`src/rtl/n_bit_universal_shiftregister.sv`:
```
// Universal shift register: hold, shift, rotate, arithmetic shift and parallel load.
// Optional shift counter with done flag, enabled by defining SHIFTREG_COUNT_EN.
module n_bit_universal_shiftregister #(
  parameter int WIDTH = 8,
  parameter int CNTW  = $clog2(WIDTH + 1)
) (
  input  logic             clk,
  input  logic             sync_reset,
  input  logic             en,
  input  logic [2:0]       sel,
  input  logic [WIDTH-1:0] in,
  input  logic             rightshift,
  input  logic             leftshift,
  output logic [WIDTH-1:0] out,
  output logic             so_r,
  output logic             so_l,
  output logic [CNTW-1:0]  cnt,
  output logic             done
);

  logic [WIDTH-1:0] out_nxt;

  always_comb begin
    out_nxt = out;
    case (sel)
      3'b001:  out_nxt = {rightshift, out[WIDTH-1:1]};
      3'b010:  out_nxt = {out[WIDTH-2:0], leftshift};
      3'b011:  out_nxt = in;
      3'b100:  out_nxt = {out[0], out[WIDTH-1:1]};
      3'b101:  out_nxt = {out[WIDTH-2:0], out[WIDTH-1]};
      3'b110:  out_nxt = {out[WIDTH-1], out[WIDTH-1:1]};
      default: out_nxt = out;
    endcase
  end

  // stage p0: register contents
  always_ff @(posedge clk) begin
    if (sync_reset) begin
      out <= '0;
    end else if (en) begin
      out <= out_nxt;
    end
  end

  assign so_r = out[0];
  assign so_l = out[WIDTH-1];

`ifdef SHIFTREG_COUNT_EN
  localparam logic [CNTW-1:0] CNT_MAX = CNTW'(WIDTH);

  logic            shift_op;
  logic [CNTW-1:0] cnt_p0;

  always_comb begin
    shift_op = 1'b0;
    case (sel)
      3'b001, 3'b010, 3'b100, 3'b101, 3'b110: shift_op = 1'b1;
      default:                                shift_op = 1'b0;
    endcase
  end

  // stage p0: shifts since last load, saturating so done stays asserted
  always_ff @(posedge clk) begin
    if (sync_reset) begin
      cnt_p0 <= '0;
    end else if (en) begin
      if (sel == 3'b011) begin
        cnt_p0 <= '0;
      end else if (shift_op && (cnt_p0 != CNT_MAX)) begin
        cnt_p0 <= cnt_p0 + 1'b1;
      end
    end
  end

  assign cnt  = cnt_p0;
  assign done = (cnt_p0 == CNT_MAX);
`else
  assign cnt  = '0;
  assign done = 1'b0;
`endif

endmodule

```
`config.mk`:
```
export PLATFORM = sky130hd
export DESIGN_NAME = n_bit_universal_shiftregister
export DESIGN_NICKNAME = d
export VERILOG_FILES = /design/src/rtl/n_bit_universal_shiftregister.sv
export SDC_FILE = /design/constraint.sdc
export NUM_CORES = 1
export LEC_CHECK = 0
export ABC_AREA = 1
export CAP_MARGIN = 10
export CORE_MARGIN = 2
export CORE_UTILIZATION = 42
export DETAILED_ROUTE_END_ITERATION = 8
export PLACE_DENSITY_LB_ADDON = 0.1
export SLEW_MARGIN = 25
export SYNTH_ARGS = -nofsm -noshare
export SYNTH_HDL_FRONTEND = slang
export SYNTH_SLANG_ARGS = --single-unit
```
`constraint.sdc`:
```
create_clock -name clk -period 2.8 [get_ports clk]
set_input_delay 0.28 -clock clk [delete_from_list [all_inputs] [get_ports clk]]
set_output_delay 0.28 -clock clk [all_outputs]
set_load 0.02 [all_outputs]
```
# Word-level counts from Yosys, hierarchy flattened
# Index checks and enable logic that the tools add are counted.
[word_totals]
regBits = 8
inputBits = 16
out_inout_bits = 15
[classes]
n_bitwise = 1
n_reduce_logical = 4
n_mux = 1
n_eq_ne = 6
[op_table]
columns = ["op", "count"]
rows = [
  ["$pmux 8 s6", 1],
  ["$eq 3x3->1 const B", 3],
  ["$eq 3x2->1 const B", 2],
  ["$reduce_bool 6->1", 1],
  ["$reduce_bool 5->1", 1],
  ["$eq 3x1->1 const B", 1],
  ["$reduce_and 3->1", 1],
  ["$reduce_and 2->1", 1],
  ["$not 1->1", 1],
]

# Depth between registers and ports, before layout
# Gate-level depths: netlist (run 1).
[depth]
ltp_word = 3
depth_mapped = 9

# Worst setup path before layout (run 1)
# Ideal clock, no wire load.
[synth_timing]
path_kind = "in2reg"
start = "in sel[0]"
end = "reg out[0]"
setup_slack_ps = 1682
path_stages = 7
setup_time_ps = 116
t_arrival_ps = 1002
cell_sequence = "buf_6 -> inv_2 -> nand2_1 -> o21ai_2 -> inv_4 -> nor2_1 -> nor2_1"
[synth_between]
elab_chain_len = 3
elab_cells_between_ends = 9
classes_between = "eq/ne: 6; mux: 1; reduce/logical: 2"
[synth_rtl]
columns = ["element", "line", "text"]
rows = [
  ["start, declared", "10", "input logic [2:0] sel,"],
  ["$eq 3x3->1, or another cell as far along", "25", "case (sel)"],
  ["$reduce_bool 6->1 (no source line)", "-", ""],
  ["$reduce_and 2->1 (no source line)", "-", ""],
  ["end signal, assigned", "41", "out <= out_nxt;"],
  ["end, declared", "14", "output logic [WIDTH-1:0] out,"],
]
# Parallel ways exist; a longest one is shown, timed or not.
# A chain may end at the register's enable or synchronous reset.

# Worst setup path in the final report (run 1)
[layout_timing]
start = "in sel[0]"
end = "reg out[4]"
# The elaborated chain is that of the path after synthesis.

==> flow_results.org, run 1 <==
** Critical path
- Of all nets on the critical path, the largest fanout is 8.
- STA classifies the critical path endpoint as a register.
- The critical path is of the in -> reg type.
- Tracing the worst setup path back leads to its startpoint at sel[0].
- The worst setup path is launched from an input port.
- Minimum setup slack among reg-to-reg paths :: 1.88 ns
- Endpoint of the most critical register-to-register path :: out[0]$_SDFFE_PP0P_
- On the worst path, the slowest cell contributes a delay of 0.59 ns.
- Count of cells along the worst register-to-register path :: 6
- Following the worst setup path forward leads to its endpoint at out[4]$_SDFFE_PP0P_.
- The largest individual stage delay along the critical path comes from the cell sky130_fd_sc_hd__clkdlybuf4s50_1.
- Arrival time of the worst setup path :: 1.75 ns
- In this design, the critical path's most frequently occurring cell is sky130_fd_sc_hd__nor2_1.
- Critical R2R Launch :: out[7]$_SDFFE_PP0P_
- Cells along the critical path :: clkdlybuf4s50_1, inv_2, nand2_1, o21ai_2, inv_4, nor2_1, nor2_1
- At the worst endpoint, the required time is 2.94 ns.

** Synthesis
- Synth unique cells :: 17
- Sequential cells were found to cover 25.3% of the synthesized design area.
- Summing every instance area after synthesis gives 632 um^2.
- Counting flops and latches in the post-synthesis netlist gives 8.
- The average instance in the mapped netlist occupies 5.96 um^2.
- Count of yosys warnings during synthesis :: 0
- The cell count after synthesis came out at 106.

** Timing
- Hold_ws :: 0.537 ns
- Final min period :: 1.60 ns
- For this run, the top clock speed supported by timing is 0.624 GHz.
- Final total negative setup slack :: 0 ns
- Pins over their slew limit :: 0
- Of the available clock period, the critical path in the final layout requires 57.2%.
- On the final layout, the worst clock skew is 0.000709 ns.
- Setup repair after global routing left no endpoint under its margin.
- Final count of negative-setup-slack endpoints :: 0
- The final count of hold timing violations was 0.

** Place
- Buffers placed on the I/O ports in this run total 25.
- Routability-driven placement finished with a final weighted congestion of 0.912.
- Detailed placement HPWL :: 1170 um
- Instance area at placement :: 852 um^2

** Routing
- After detailed routing, the number of remaining DRC violations is 0.
- The detailed router placed 725 vias in this run.
- For this block, the routed nets add up to 1520 um of wire.
- For this block, the initial DRC count from the detailed router was 15.
- After detailed routing, the average wire length per cell comes to 10.5 um.
- Using the TritonRoute via totals, the vias-per-cell ratio works out to 5.00.
- Once detail routing completed, the nets flagged for antenna violations numbered 0.
- Pre-antenna DRT Iters :: 4

** Finish
- Number of flip-flops in the largest register :: 8
- Antenna fix cells :: 0
- Layout net count :: 148
- Layout cell share with drive strength beyond 1 :: 10.0%
- Ranked by flip-flop count, first place goes to out.
- Cells fill 64.8% of the core in the end.
- Compared with the post-synthesis result, the final layout area differs by 38.4%.
- Fillcell total :: 149
- Final non-filler cell area :: 875 um^2
- Biggest regs :: out x8

** Power and ir drop
- Static Leakage :: 0.424 nW
- Dividing total power by cell area gives a power density of 400 nW/um^2.
- IR analysis of the VDD net gives a maximum drop of 0.192 mV.
- Summing internal, switching and leakage power gives 0.350 mW.

** GRT
- Combined global-route utilization of all metal layers :: 18.0%
- The number of global-route vias before repair is 636.
- Global-route wire length before repair :: 2540 um
- The initial antenna violation count came to 0.
- Entering global routing, the biggest net connects 9 pins.
- The total overflow left after global routing is 0.

** CTS
- Post-CTS repair changed the size of 0 cells.
- Total CTS buffers :: 3
- The root buffer cell chosen for the clock tree is sky130_fd_sc_hd__clkbuf_4.
- Maximum root-to-sink buffer count :: 2
- TritonCTS built the clock tree.
- At the later pin of the worst-skew pair, clock insertion delay measures 0.25 ns.
- Clock slew seen by the registers of the worst setup and hold paths :: 0.05 ns
- For this design, the sink count on the clock tree is 8.
- CTS built an H-tree with a depth of 1.
- Post-CTS timing repair inserted 0 buffers for setup.
- Buffers inserted to repair hold after CTS numbered 0.

** Floorplanning
- I/O pins :: 31
- Die outline width :: 42.8 um
- The initial utilization of the core area, before any placement, comes to 46.8%.
- Area enclosed by the die boundary :: 1830 um^2
- Die height :: 42.8 um
- The floorplan step defined a core boundary enclosing 1350 um^2.
- The initialized floorplan defines 13 standard-cell rows.

** Status
- Run status :: complete, no violations

** Min path
- Along the worst hold path, the cell count comes to 2.
- The path class of the tightest hold or removal check is reg -> reg.

** Job
- The tool flagged a number of max-cap violations equal to 0.
-- metrics by stage --
stage / std cells / worst slack (ns)
5_1_grt: 145 / 1.10
2_1_floorplan: 110 / 1.68
3_3_place_gp: 142 / 0.988
6_report: 145 / 1.20
4_1_cts: 145 / 1.21
3_5_place_dp: 142 / 0.957
-- how the worst min path moves through the flow --
stage          slack (ns)                 from             endpoint
2_1_floorplan        0.35           sync_reset  out[7]$_SDFFE_PP0P_
3_3_place_gp         0.52  out[7]$_SDFFE_PP0P_  out[7]$_SDFFE_PP0P_
3_5_place_dp         0.53  out[7]$_SDFFE_PP0P_  out[7]$_SDFFE_PP0P_
4_1_cts              0.54  out[7]$_SDFFE_PP0P_  out[7]$_SDFFE_PP0P_
5_1_grt              0.57  out[7]$_SDFFE_PP0P_  out[7]$_SDFFE_PP0P_
6_report             0.54  out[7]$_SDFFE_PP0P_  out[7]$_SDFFE_PP0P_
-- Yosys cell counts (all sizes together) --
cell,count,area (um^2)
o21ai,11,70.1
buf,8,63.8
a21oi,8,40.0
nor2,25,93.8
nand3,7,45.0
nand4,2,12.5
dfxtp,8,160
conb,1,3.75
nand2,22,87.6
inv,14,55.1
-- layout by cell type, fill, tap and decap left out --
master,n
sky130_fd_sc_hd__nor2_1,25
sky130_fd_sc_hd__clkdlybuf4s50_1,25
sky130_fd_sc_hd__nand2_1,20
sky130_fd_sc_hd__inv_1,10
sky130_fd_sc_hd__o21ai_0,9
sky130_fd_sc_hd__a21oi_1,8
sky130_fd_sc_hd__dfxtp_1,8
sky130_fd_sc_hd__nand3_1,5
sky130_fd_sc_hd__conb_1,5
sky130_fd_sc_hd__inv_2,3
sky130_fd_sc_hd__clkbuf_4,3
sky130_fd_sc_hd__nand2_2,2
sky130_fd_sc_hd__nand3_2,2
sky130_fd_sc_hd__nand4_1,2
sky130_fd_sc_hd__o21ai_2,1
sky130_fd_sc_hd__inv_4,1
sky130_fd_sc_hd__o21ai_4,1
-- cell families (layout without fill, tap and decap cells) --
family / after synthesis / in the layout / synth area share [%]
simple gates: 56 / 56 / 37.8
flops: 8 / 8 / 25.3
other cells: 1 / 5 / 0.593
compound gates: 19 / 19 / 17.4
buf+inv: 22 / 42 / 18.8
-- layout make-up --
type                       instances  area [um^2]  share of cell area (%)
tap                               15         18.8                    2.15
sequential                         8          160                    18.3
timing repair buffer              25          250                    28.6
multi-input combinational         80          368                    42.1
clock buffer                       3         22.5                    2.58
inverter                          14         55.1                    6.29
-- critical path: cells and delay by family --
kind | cells | cell delay, ns
buffers and inverters | 3 | 0.81
AO/OA/AOI/OAI | 1 | 0.38
AND/OR/NAND/NOR | 3 | 0.28
-- layer usage --
metal	GRT usage [%]	routed length (um)
met1	21.9	700
met2	30.0	696
met3	6.81	115
met4	3.75	7
met5	0	0
-- power by group --
group | switching (mW) | total, mW | internal, mW
combinational | 0.0700 | 0.128 | 0.0582
clock | 0.0380 | 0.0870 | 0.0490
sequential | 0.0105 | 0.135 | 0.124
total | 0.119 | 0.350 | 0.231
No activity file was read; power rests on OpenSTA's default activity.
==> run 2, diff against run 1 <==
CORE_UTILIZATION = 35   (was 42)
clock period = 1.3 ns   (was 2.8 ns; I/O delays follow)
==> run 2 against run 1 <==
Against the previous run:
- hold slack worse by 0.096 ns
- critical path depth fell by 6
- first-iteration DRC count shrank 40%
- flip-flop and latch count unchanged
- worst setup slack worse by 1.0 ns
- die area grew 18%
- largest cell class unchanged
==> flow_results.org, run 2 (synthesis gave the netlist of run 1 again) <==
** Job
- The tool flagged a number of max-cap violations equal to 0.

** Finish
- Biggest regs :: out x8
- Most frequent cells in the layout :: sky130_fd_sc_hd__nor2_1 (25), sky130_fd_sc_hd__nand2_1 (19), sky130_fd_sc_hd__clkdlybuf4s50_1 (12)
- Layout net count :: 156
- Antenna fix cells :: 0
- Synth-to-Final Area Change :: 50.7%
- The library cell used most frequently in the layout, excluding fill and tap cells, is sky130_fd_sc_hd__nor2_1.
- Layout cell share with drive strength beyond 1 :: 15.9%
- out holds more flip-flops than any other register.
- The register with the most flip-flops in the layout has 8 of them.

** CTS
- For the worst-skew pair, the clock arrives at the later sink with an insertion delay of 0.26 ns.
- The clock passes through at most 2 buffers.
- Hold buffer count at cts :: 0
- Post-CTS timing repair inserted 0 buffers for setup.
- Clock-pin slew was measured on the worst setup and hold paths at 0.06 ns.
- Post-cts resize count :: 10
- The tree is rooted in a sky130_fd_sc_hd__clkbuf_4.
- TritonCTS built the clock tree.
- Total number of H-tree levels :: 1
- Total CTS buffers :: 3
- Counting every sink on the clock net gives 8.

** Power and ir drop
- Seq pwr share :: 37.8%
- Comb power frac :: 36.4%
- For this design the total switching power over the nets is 0.268 mW.
- In this run the power density over the cells is 803 nW/um^2.
- The worst-case IR drop observed on VDD is 0.585 mV.
- Static Leakage :: 0.528 nW
- Switching Share :: 35.1%
- Portion of total power attributed to the clock network :: 25.7%
- Cell internal power dissipation :: 0.496 mW

** Routing
- Vias per Instance :: 4.58
- The detail route stage leaves a number of antenna-violating nets equal to 0.
- WL final :: 1580 um
- Average routed wire per standard cell :: 9.69 um
- Pre-antenna DRT Iters :: 4
- DRC Markers :: 0
- After the first detailed-routing iteration, the DRC count stood at 9.
- The routed layout has 746 vias.

** Floorplanning
- Once the floorplan was initialized, standard cells occupied 37.0% of the core.
- The floorplan step defined a die boundary enclosing 2160 um^2.
- # rows :: 15
- I/O pins :: 31
- The die is 46.5 um wide.
- From bottom edge to top edge, the die measures 46.5 um.
- Core Area :: 1710 um^2

** Timing
- Setup violations remaining at the end of the flow were counted as 0.
- The final count of hold timing violations is 0.
- Setup skew after layout :: 0.00518 ns
- Subtracting the final worst setup slack from the clock period gives 1.14 ns.
- Final hold analysis gives a worst-case slack of 0.441 ns.
- The max-slew violation total from the final report came to 0.
- Worst-case setup margin in the final layout :: 0.158 ns
- Static timing analysis puts the maximum clock frequency at 0.876 GHz.
- Setup repair after global routing left no endpoint under its margin.
- Summed over all failing endpoints, the final setup total negative slack is 0 ns.
- The worst path uses 87.8% of the clock period.

** Place
- Worst slack after detailed placement :: -0.257 ns
- Detailed placement HPWL :: 1180 um
- Number of buffers inserted by port buffering :: 25
- Routability congestion estimate :: 0.906

** Critical path
- Delay of the slowest cell on the worst path :: 0.40 ns
- The cell family contributing the most delay on the critical path is flip-flops.
- STA puts the critical path data arrival time at 1.01 ns.
- The worst setup path is launched from a register.
- Bufs and invs on worst path :: 1
- At the worst endpoint, the required time is 1.17 ns.
- Crit end category :: output port
- Critical path fanouts, max :: 5
- Cells along the critical path :: dlygate4sd2_1
- Among all stages on the critical path, the largest delay is contributed by sky130_fd_sc_hd__dfxtp_1.
- Path type of the worst setup path :: reg -> out

** GRT
- The initial antenna violation count was 0.
- Entering global routing, the biggest net connects 9 pins.
- Number of global-route vias before repair :: 606
- For this run the aggregate overflow at the end of global routing stands at 0.
- Across every metal layer, demand over resource in global routing totals 17.5%.
- The first global-routing pass estimated 2570 um of wire.

** Min path
- Class of the tightest hold or removal check :: in -> reg

** Status
- Run status :: complete, no violations
run 2: cell count changes in the layout (fill, tap and decap cells not counted):
cell and delta:
sky130_fd_sc_hd__dlygate4sd2_1 +10, sky130_fd_sc_hd__o21ai_4 +1, sky130_fd_sc_hd__nand2_1 -1, sky130_fd_sc_hd__o21ai_2 -1
sky130_fd_sc_hd__clkdlybuf4s50_1 -13, sky130_fd_sc_hd__dlymetal6s2s_1 +3, sky130_fd_sc_hd__nand2_2 +1, sky130_fd_sc_hd__buf_4 +8
run 2: path summary, 6_finish.rpt:
| kind | from | to | slack, ns | cells after the start |
|---|---|---|---|---|
| max | out[7]$_SDFFE_PP0P_ | so_l | 0.16 | 1 |
| min | sync_reset | out[7]$_SDFFE_PP0P_ | 0.44 | 2 |
| max reg2reg | out[7]$_SDFFE_PP0P_ | out[0]$_SDFFE_PP0P_ | 0.36 | 6 |
| min reg2reg | out[7]$_SDFFE_PP0P_ | out[7]$_SDFFE_PP0P_ | 0.53 | 2 |
run 2: area by class of cell:
cell class	instances	area [um^2]
repair buffers	33	305
inverters	14	55.1
well taps	25	31.3
multi-input cells	80	378
flip-flops and latches	8	160
clock buffers	3	22.5
fillers	178	756
run 2: stage by stage:
| step | power [mW] | util [%] | cells | cell area [um^2] |
|---|---|---|---|---|
| detailed placement | 0.587 | 54.1 | 160 | 925 |
| global route | 0.811 | 55.8 | 163 | 952 |
| CTS | 0.763 | 54.7 | 163 | 935 |
| finish | 0.764 | 55.8 | 163 | 952 |
| global placement | 0.590 | 54.1 | 160 | 925 |
| floorplan | 0.465 | - | 110 | 647 |
run 2: per-layer routing:
metal  global-route usage, %  up-vias  wire length (um)
met5                       0        -                 0
met4                    13.7        0                49
met3                    3.53        5               104
met2                    26.1       30               698
met1                    21.4      323               727
li1                        -      388                 -
run 2: power groups by stage:
stage / logic, mW / registers, mW / clock network (mW)
3_3_place_gp: 0.295 / 0.295 / 0
4_1_cts: 0.276 / 0.289 / 0.198
5_1_grt: 0.307 / 0.292 / 0.211
2_1_floorplan: 0.149 / 0.316 / 0
3_5_place_dp: 0.292 / 0.295 / 0
6_report: 0.279 / 0.289 / 0.196
